--- src/rtl/readout_pkg.sv ---
// Shared types and constants for the timestamp readout path.
// Record layout is {tag, time[47:0]}, serialized most-significant word first.
package readout_pkg;

  localparam int unsigned WORDS_PER_REC = 4;
  localparam int unsigned WORD_W        = 16;
  localparam int unsigned TIME_W        = 48;
  localparam int unsigned REC_W         = 64;
  localparam int unsigned SEL_W         = $clog2(WORDS_PER_REC);

  typedef logic [SEL_W-1:0] wsel_t;

  // Word-select indices into a record, counted from the LSB word
  localparam wsel_t WSEL_TAG   = wsel_t'(3);
  localparam wsel_t WSEL_T_HI  = wsel_t'(2);
  localparam wsel_t WSEL_T_MID = wsel_t'(1);
  localparam wsel_t WSEL_T_LO  = wsel_t'(0);

  typedef struct packed {
    logic [WORD_W-1:0] tag;
    logic [TIME_W-1:0] ts;
  } rec_t;

  typedef enum logic [2:0] {
    ST_IDLE,
    ST_W0,
    ST_W1,
    ST_W2,
    ST_W3
  } rd_state_e;

  function automatic logic [WORD_W-1:0] rec_word(input logic [REC_W-1:0] rec, input wsel_t sel);
    return rec[WORD_W*32'(sel) +: WORD_W];
  endfunction

endpackage

--- src/rtl/readout_fifo.sv ---
// Single-clock record FIFO with registered count/full/empty.
// Exposes the head entry and the one behind it so the reader can chain records.
module readout_fifo
  import readout_pkg::*;
#(
  parameter int unsigned DEPTH = 16,
  localparam int unsigned AW = $clog2(DEPTH),
  localparam int unsigned CW = AW + 1
) (
  input  logic             clk,
  input  logic             rst,
  input  logic             push,
  input  logic [REC_W-1:0] push_data,
  input  logic             pop,
  output logic [REC_W-1:0] head_c,
  output logic [REC_W-1:0] next_head_c,
  output logic [CW-1:0]    count,
  output logic             full,
  output logic             empty
);

  logic [REC_W-1:0] mem [DEPTH];
  logic [AW-1:0]    wr_ptr;
  logic [AW-1:0]    rd_ptr;
  logic             do_push;
  logic             do_pop;
  logic [CW-1:0]    count_d;

  assign do_push = push & ~full;
  assign do_pop  = pop & ~empty;

  always_comb begin
    count_d = count;
    if (do_push && !do_pop)
      count_d = count + CW'(1);
    else if (do_pop && !do_push)
      count_d = count - CW'(1);
  end

  // Pointers wrap naturally; full/empty come from the count, not pointer compare
  always_ff @(posedge clk) begin
    if (rst) begin
      wr_ptr <= '0;
      rd_ptr <= '0;
      count  <= '0;
      full   <= 1'b0;
      empty  <= 1'b1;
    end else begin
      if (do_push) wr_ptr <= wr_ptr + AW'(1);
      if (do_pop)  rd_ptr <= rd_ptr + AW'(1);
      count <= count_d;
      full  <= (count_d == CW'(DEPTH));
      empty <= (count_d == '0);
    end
  end

  always_ff @(posedge clk) begin
    if (do_push) mem[wr_ptr] <= push_data;
  end

  assign head_c      = mem[rd_ptr];
  assign next_head_c = mem[rd_ptr + AW'(1)];

endmodule

--- src/rtl/timestamp_readout.sv ---
// Event timestamp capture, buffering and 16-bit MSB-first host serializer.
// Optional READOUT_DROP_CNT_EN adds a saturating drop counter reported in place of a tag.
module timestamp_readout
  import readout_pkg::*;
#(
  parameter int unsigned DEPTH = 16,
  parameter int unsigned TAG_W = 16
) (
  input  logic                     clk,
  input  logic                     rst,
  input  logic                     en,
  input  logic [TIME_W-1:0]        time_in,
  input  logic                     evt_valid,
  input  logic [TAG_W-1:0]         evt_tag,
  input  logic                     rd_en,
  output logic [WORD_W-1:0]        data_out,
  output logic                     data_valid,
  output logic [$clog2(DEPTH):0]   rec_count,
  output logic                     overflow
`ifdef READOUT_DROP_CNT_EN
  , output logic [15:0]            drop_cnt
`endif
);

  localparam int unsigned CW = $clog2(DEPTH) + 1;

  rd_state_e        state_q, state_d;
  rec_t             cap_rec;
  logic [REC_W-1:0] head, next_head, load_rec, rec_q;
  logic [WORD_W-1:0] data_d;
  logic             valid_d;
  logic             cap, drop, pop, load, advance;
  logic             full, empty;
`ifdef READOUT_DROP_CNT_EN
  logic             drop_clr;
  logic [15:0]      drop_cnt_d;
`endif

  assign cap_rec = '{tag: evt_tag, ts: time_in};
  assign cap     = evt_valid & en & ~full;
  assign drop    = evt_valid & en & full;
  assign advance = rd_en & data_valid;

  readout_fifo #(.DEPTH(DEPTH)) u_fifo (
    .clk         (clk),
    .rst         (rst),
    .push        (cap),
    .push_data   (cap_rec),
    .pop         (pop),
    .head_c      (head),
    .next_head_c (next_head),
    .count       (rec_count),
    .full        (full),
    .empty       (empty)
  );

  // Serializer next-state and next output word
  always_comb begin
    state_d  = state_q;
    data_d   = data_out;
    valid_d  = data_valid;
    pop      = 1'b0;
    load     = 1'b0;
    load_rec = head;
`ifdef READOUT_DROP_CNT_EN
    drop_clr = 1'b0;
`endif
    case (state_q)
      ST_IDLE: begin
        if (!empty) begin
          load    = 1'b1;
          state_d = ST_W0;
        end
      end
      ST_W0: if (advance) begin
        state_d = ST_W1;
        data_d  = rec_word(rec_q, WSEL_T_HI);
      end
      ST_W1: if (advance) begin
        state_d = ST_W2;
        data_d  = rec_word(rec_q, WSEL_T_MID);
      end
      ST_W2: if (advance) begin
        state_d = ST_W3;
        data_d  = rec_word(rec_q, WSEL_T_LO);
      end
      ST_W3: if (advance) begin
        pop = 1'b1;
        // Chain straight into the next record; a same-cycle capture is bypassed in
        if (rec_count > CW'(1)) begin
          load     = 1'b1;
          load_rec = next_head;
          state_d  = ST_W0;
        end else if (cap) begin
          load     = 1'b1;
          load_rec = cap_rec;
          state_d  = ST_W0;
        end else begin
          state_d = ST_IDLE;
          valid_d = 1'b0;
          data_d  = '0;
        end
      end
      default: state_d = ST_IDLE;
    endcase
    if (load) begin
      valid_d = 1'b1;
      data_d  = rec_word(load_rec, WSEL_TAG);
`ifdef READOUT_DROP_CNT_EN
      if (drop_cnt != '0) begin
        data_d   = {1'b1, drop_cnt[14:0]};
        drop_clr = 1'b1;
      end
`endif
    end
  end

`ifdef READOUT_DROP_CNT_EN
  // A drop coinciding with the report starts the next tally at one
  always_comb begin
    drop_cnt_d = drop_cnt;
    if (drop_clr)
      drop_cnt_d = drop ? 16'd1 : 16'd0;
    else if (drop && drop_cnt != 16'hFFFF)
      drop_cnt_d = drop_cnt + 16'd1;
  end
`endif

  always_ff @(posedge clk) begin
    if (rst) begin
      state_q    <= ST_IDLE;
      rec_q      <= '0;
      data_out   <= '0;
      data_valid <= 1'b0;
      overflow   <= 1'b0;
`ifdef READOUT_DROP_CNT_EN
      drop_cnt   <= '0;
`endif
    end else begin
      state_q    <= state_d;
      data_out   <= data_d;
      data_valid <= valid_d;
      if (load) rec_q <= load_rec;
      if (drop) overflow <= 1'b1;
`ifdef READOUT_DROP_CNT_EN
      drop_cnt   <= drop_cnt_d;
`endif
    end
  end

endmodule

--- config.mk ---
export PLATFORM = sky130hd
export DESIGN_NAME = timestamp_readout
export DESIGN_NICKNAME = d
export VERILOG_FILES = /design/src/rtl/readout_pkg.sv /design/src/rtl/readout_fifo.sv /design/src/rtl/timestamp_readout.sv
export SDC_FILE = /design/constraint.sdc
export NUM_CORES = 2
export LEC_CHECK = 0
export CORE_MARGIN = 2
export CORE_UTILIZATION = 55
export CTS_CLUSTER_SIZE = 16
export DETAILED_ROUTE_END_ITERATION = 12
export PLACE_DENSITY = 0.74
export RECOVER_POWER = 25
export SYNTH_ARGS = -nofsm -noshare
export SYNTH_HDL_FRONTEND = slang
export SYNTH_HIERARCHICAL = 1
export SYNTH_SLANG_ARGS = --single-unit
--- constraint.sdc ---
create_clock -name clk -period 6.6 [get_ports clk]
set_input_delay 1.32 -clock clk [delete_from_list [all_inputs] [get_ports clk]]
set_output_delay 1.32 -clock clk [all_outputs]
set_load 0.01 [all_outputs]
==> insert_results.sql <==
INSERT INTO impl_metrics (metric_group, metric, value, unit) VALUES
('clock_network', 'tritoncts', 'yes', ''),
('min_path', 'hold-path-endpoint', 'rec_q[12]', ''),
('clock_network', 'clock_tree.htree_level_count', '3', ''),
('setup_path', 'rr_endpoint', 'data_out[13]', ''),
('pwr', 'power.clock.fraction', '43.7', '%'),
('setup_path', 'startpoint_kind_of_the_worst_setup_timing_path', 'input port', ''),
('yosys', 'ys_warn_count', '6', ''),
('pwr', 'power.density', '265', 'nW/um^2'),
('setup_path', 'cp.buffers_inverters', '2', ''),
('die', 'die_w', '311', 'um'),
('place', 'gp_congestion', '0.828', ''),
('flow_run', 'drv.max_cap_violation_count', '1', ''),
('timing', 'rsz_0062_raised_after_global_routing', 'no', ''),
('die', 'io_pins', '92', ''),
('clock_network', 'cts-root-to-sink-buffers', '3', ''),
('place', 'placement.cell_area', '53900', 'um^2'),
('timing', 'timing.final.setup_violations', '0', ''),
('die', 'start_util', '55.4', '%'),
('clock_network', 'cts_root_buffer', 'clkbuf_16', ''),
('die', 'coreArea', '93300', 'um^2'),
('setup_path', 'startpoint', 'rst', ''),
('yosys', 'mappedNetlistNets', '2640', ''),
('timing', 'tightest_slew', '4.22', 'ns'),
('pwr', 'share_of_total_power_in_combinational_logic', '4.9', '%'),
('setup_path', 'critical_path.cell_chain', 'clkbuf_1 -> buf_4 -> nand2b_1 -> o32ai_1', ''),
('cells_and_area', 'final_design_area_no_fill', '57900', 'um^2'),
('drt', 'drt_iter0_drc', '4619', ''),
('clock_network', 'insertion_delay', '0.68', 'ns'),
('yosys', 'synth-edff-count', '1024', ''),
('min_path', 'min_from', 'rec_q[12]', ''),
('min_path', 'hold_depth', '2', ''),
('setup_path', 'path_delay_family', 'buffers and inverters', ''),
('run_status', 'status', 'finished with violations', ''),
('global_routing', 'number_of_global_route_vias_before_repair', '30100', ''),
('yosys', 'synth_seq_cells', '1112', ''),
('yosys', 'post_synth_num_cell_types', '50', ''),
('run_status', 'violations_in_the_final_reports', 'capacitance limit, slew limit', ''),
('pwr', 'p_leak', '17.0', 'nW'),
('place', 'place_hpwl', '78.7', 'mm'),
('timing', 'final-hold-violation-count', '0', ''),
('yosys', 'post_synth.cell_area_avg', '20.2', 'um^2'),
('timing', 'report.final.slew_viol_count', '84', ''),
('cells_and_area', 'multiInputGateArea', '18200', 'um^2'),
('pwr', 'seq_power_share', '51.4', '%'),
('global_routing', 'remaining_global_route_overflow', '0', ''),
('global_routing', 'grt_usage', '29.7', '%'),
('min_path', 'hold_path.class', 'flip-flop to flip-flop', ''),
('drt', 'routed_wire_length_per_instance', '35.8', 'um'),
('drt', 'post-route-drc-count', '0', ''),
('setup_path', 'cp.required', '7.11', 'ns'),
('timing', 'timing.max_slew.rel_slack', '-182', '%'),
('timing', 'timing_limited_maximum_frequency', '201', 'MHz'),
('cells_and_area', 'layout.core_utilization', '62.0', '%'),
('setup_path', 'critPathArrivalTime', '5.49', 'ns'),
('drt', 'detailedRoute.firstPassIterationCount', '7', ''),
('setup_path', 'timing.critical_path.fanout_max', '83', ''),
('cells_and_area', 'ff_latch_area', '32500', 'um^2'),
('yosys', 'ys.flop_type', 'edfxtp_1', ''),
('pwr', 'net_switching_power_of_the_design', '3.32', 'mW'),
('clock_network', 'resized_gates_after_cts', '0', ''),
('pwr', 'power_report.internal_total', '12.0', 'mW'),
('timing', 'post_route_clock_period_utilization', '75.5', '%'),
('setup_path', 'rr_worst_depth', '4', ''),
('drt', 'drt_wl_total', '143', 'mm'),
('yosys', 'syn-instance-count', '2564', ''),
('place', 'buffers_on_ports', '91', ''),
('cells_and_area', 'area_growth_syn_to_layout', '11.9', '%'),
('clock_network', 'cts_num_sinks', '1112', ''),
('setup_path', 'worst_path_max_delay_cell', 'clkbuf_1', ''),
('clock_network', 'cts_setup_buffers', '0', ''),
('yosys', 'post_synth_instance_area', '51700', 'um^2');
## synthesized netlist by cell type (40+ instances only)
cell type,count,area [um^2]
o21a_1,49,368
clkbuf_1,93,349
nor3_1,71,355
edfxtp_1,1024,30700
buf_4,40,300
mux4_2,640,14400
buf_2,46,230
nand2b_1,53,332
dfxtp_1,88,1760
a21oi_1,70,350
o32ai_1,49,429
nor2_1,118,443
## registers in the layout, summed over array words and instances (netlist names), named ones only
signal         count
u_fifo/mem      1024
rec_q             48
data_out          16
u_fifo/count       5
u_fifo/rd_ptr      4
u_fifo/wr_ptr      4
state_q            3
data_valid         1
overflow           1
u_fifo/empty       1
u_fifo/full        1
## worst max-delay path by stage
stage	slack, ns	cells past startpoint	end
after floorplan	1.22	7	u_fifo/mem[7][0]
after global placement	1.73	7	u_fifo/mem[4][41]
after detailed placement	1.67	7	u_fifo/mem[4][41]
after CTS	2.37	7	u_fifo/mem[10][27]
after global routing	1.45	4	data_out[15]
final	1.62	4	rec_q[47]
## kinds of logic (layout without fill, tap and decap cells)
logic type / after synthesis / count (layout) / share of synthesized area, %
AO/OA/AOI/OAI: 243 / 243 / 3.31
XOR/XNOR: 13 / 13 / 0.249
adder cells (fa/ha/maj): 7 / 7 / 0.169
buffers and inverters: 228 / 375 / 2.33
flip-flops: 1112 / 1112 / 62.8
multiplexers: 656 / 656 / 28.2
other: 0 / 12 / 0
AND/OR/NAND/NOR: 305 / 305 / 2.93
## cell type report
cell class / count / area share [%]
diodes: 12 / 0.0519
clock buffers: 155 / 5.60
clock inverters: 58 / 1.20
inverters: 7 / 0.0454
multi-input cells: 1224 / 31.5
flip-flops and latches: 1112 / 56.2
well taps: 1254 / 2.71
repair buffers: 155 / 2.72
## power groups by stage
stage,sequential (mW),combinational [mW],clock (mW)
2_1_floorplan,7.97,0.364,0
3_3_place_gp,8.02,0.705,0
3_5_place_dp,8.02,0.726,0
4_1_cts,7.87,0.730,6.77
5_1_grt,7.88,0.774,7.05
6_report,7.88,0.743,6.69
## metrics by stage
| step | hold slack [ns] | cells | setup slack [ns] |
|---|---|---|---|
| detailed placement | 0.481 | 3752 | 1.67 |
| global placement | 0.463 | 3752 | 1.73 |
| CTS | 0.493 | 3965 | 2.37 |
| floorplan | 0.450 | 2564 | 1.22 |
| global route | 0.511 | 3971 | 1.45 |
| finish | 0.489 | 3977 | 1.62 |
## per-layer routing
metal | wire length [um] | up-vias | part of all wire (%) | global-route usage (%)
met5 | 41 | - | 0.029 | 0
met4 | 5510 | 6 | 3.9 | 11.8
met3 | 16600 | 342 | 12 | 6.48
met2 | 67800 | 2249 | 48 | 45.5
met1 | 52600 | 15800 | 37 | 42.4
li1 | - | 11200 | - | -
## worst min-delay path: stages (launching register included)
cell and delay, ns:
dfxtp_1 0.31, nand2b_1 0.06, o32ai_1 0.07
Power figures use the tool's default switching activity.
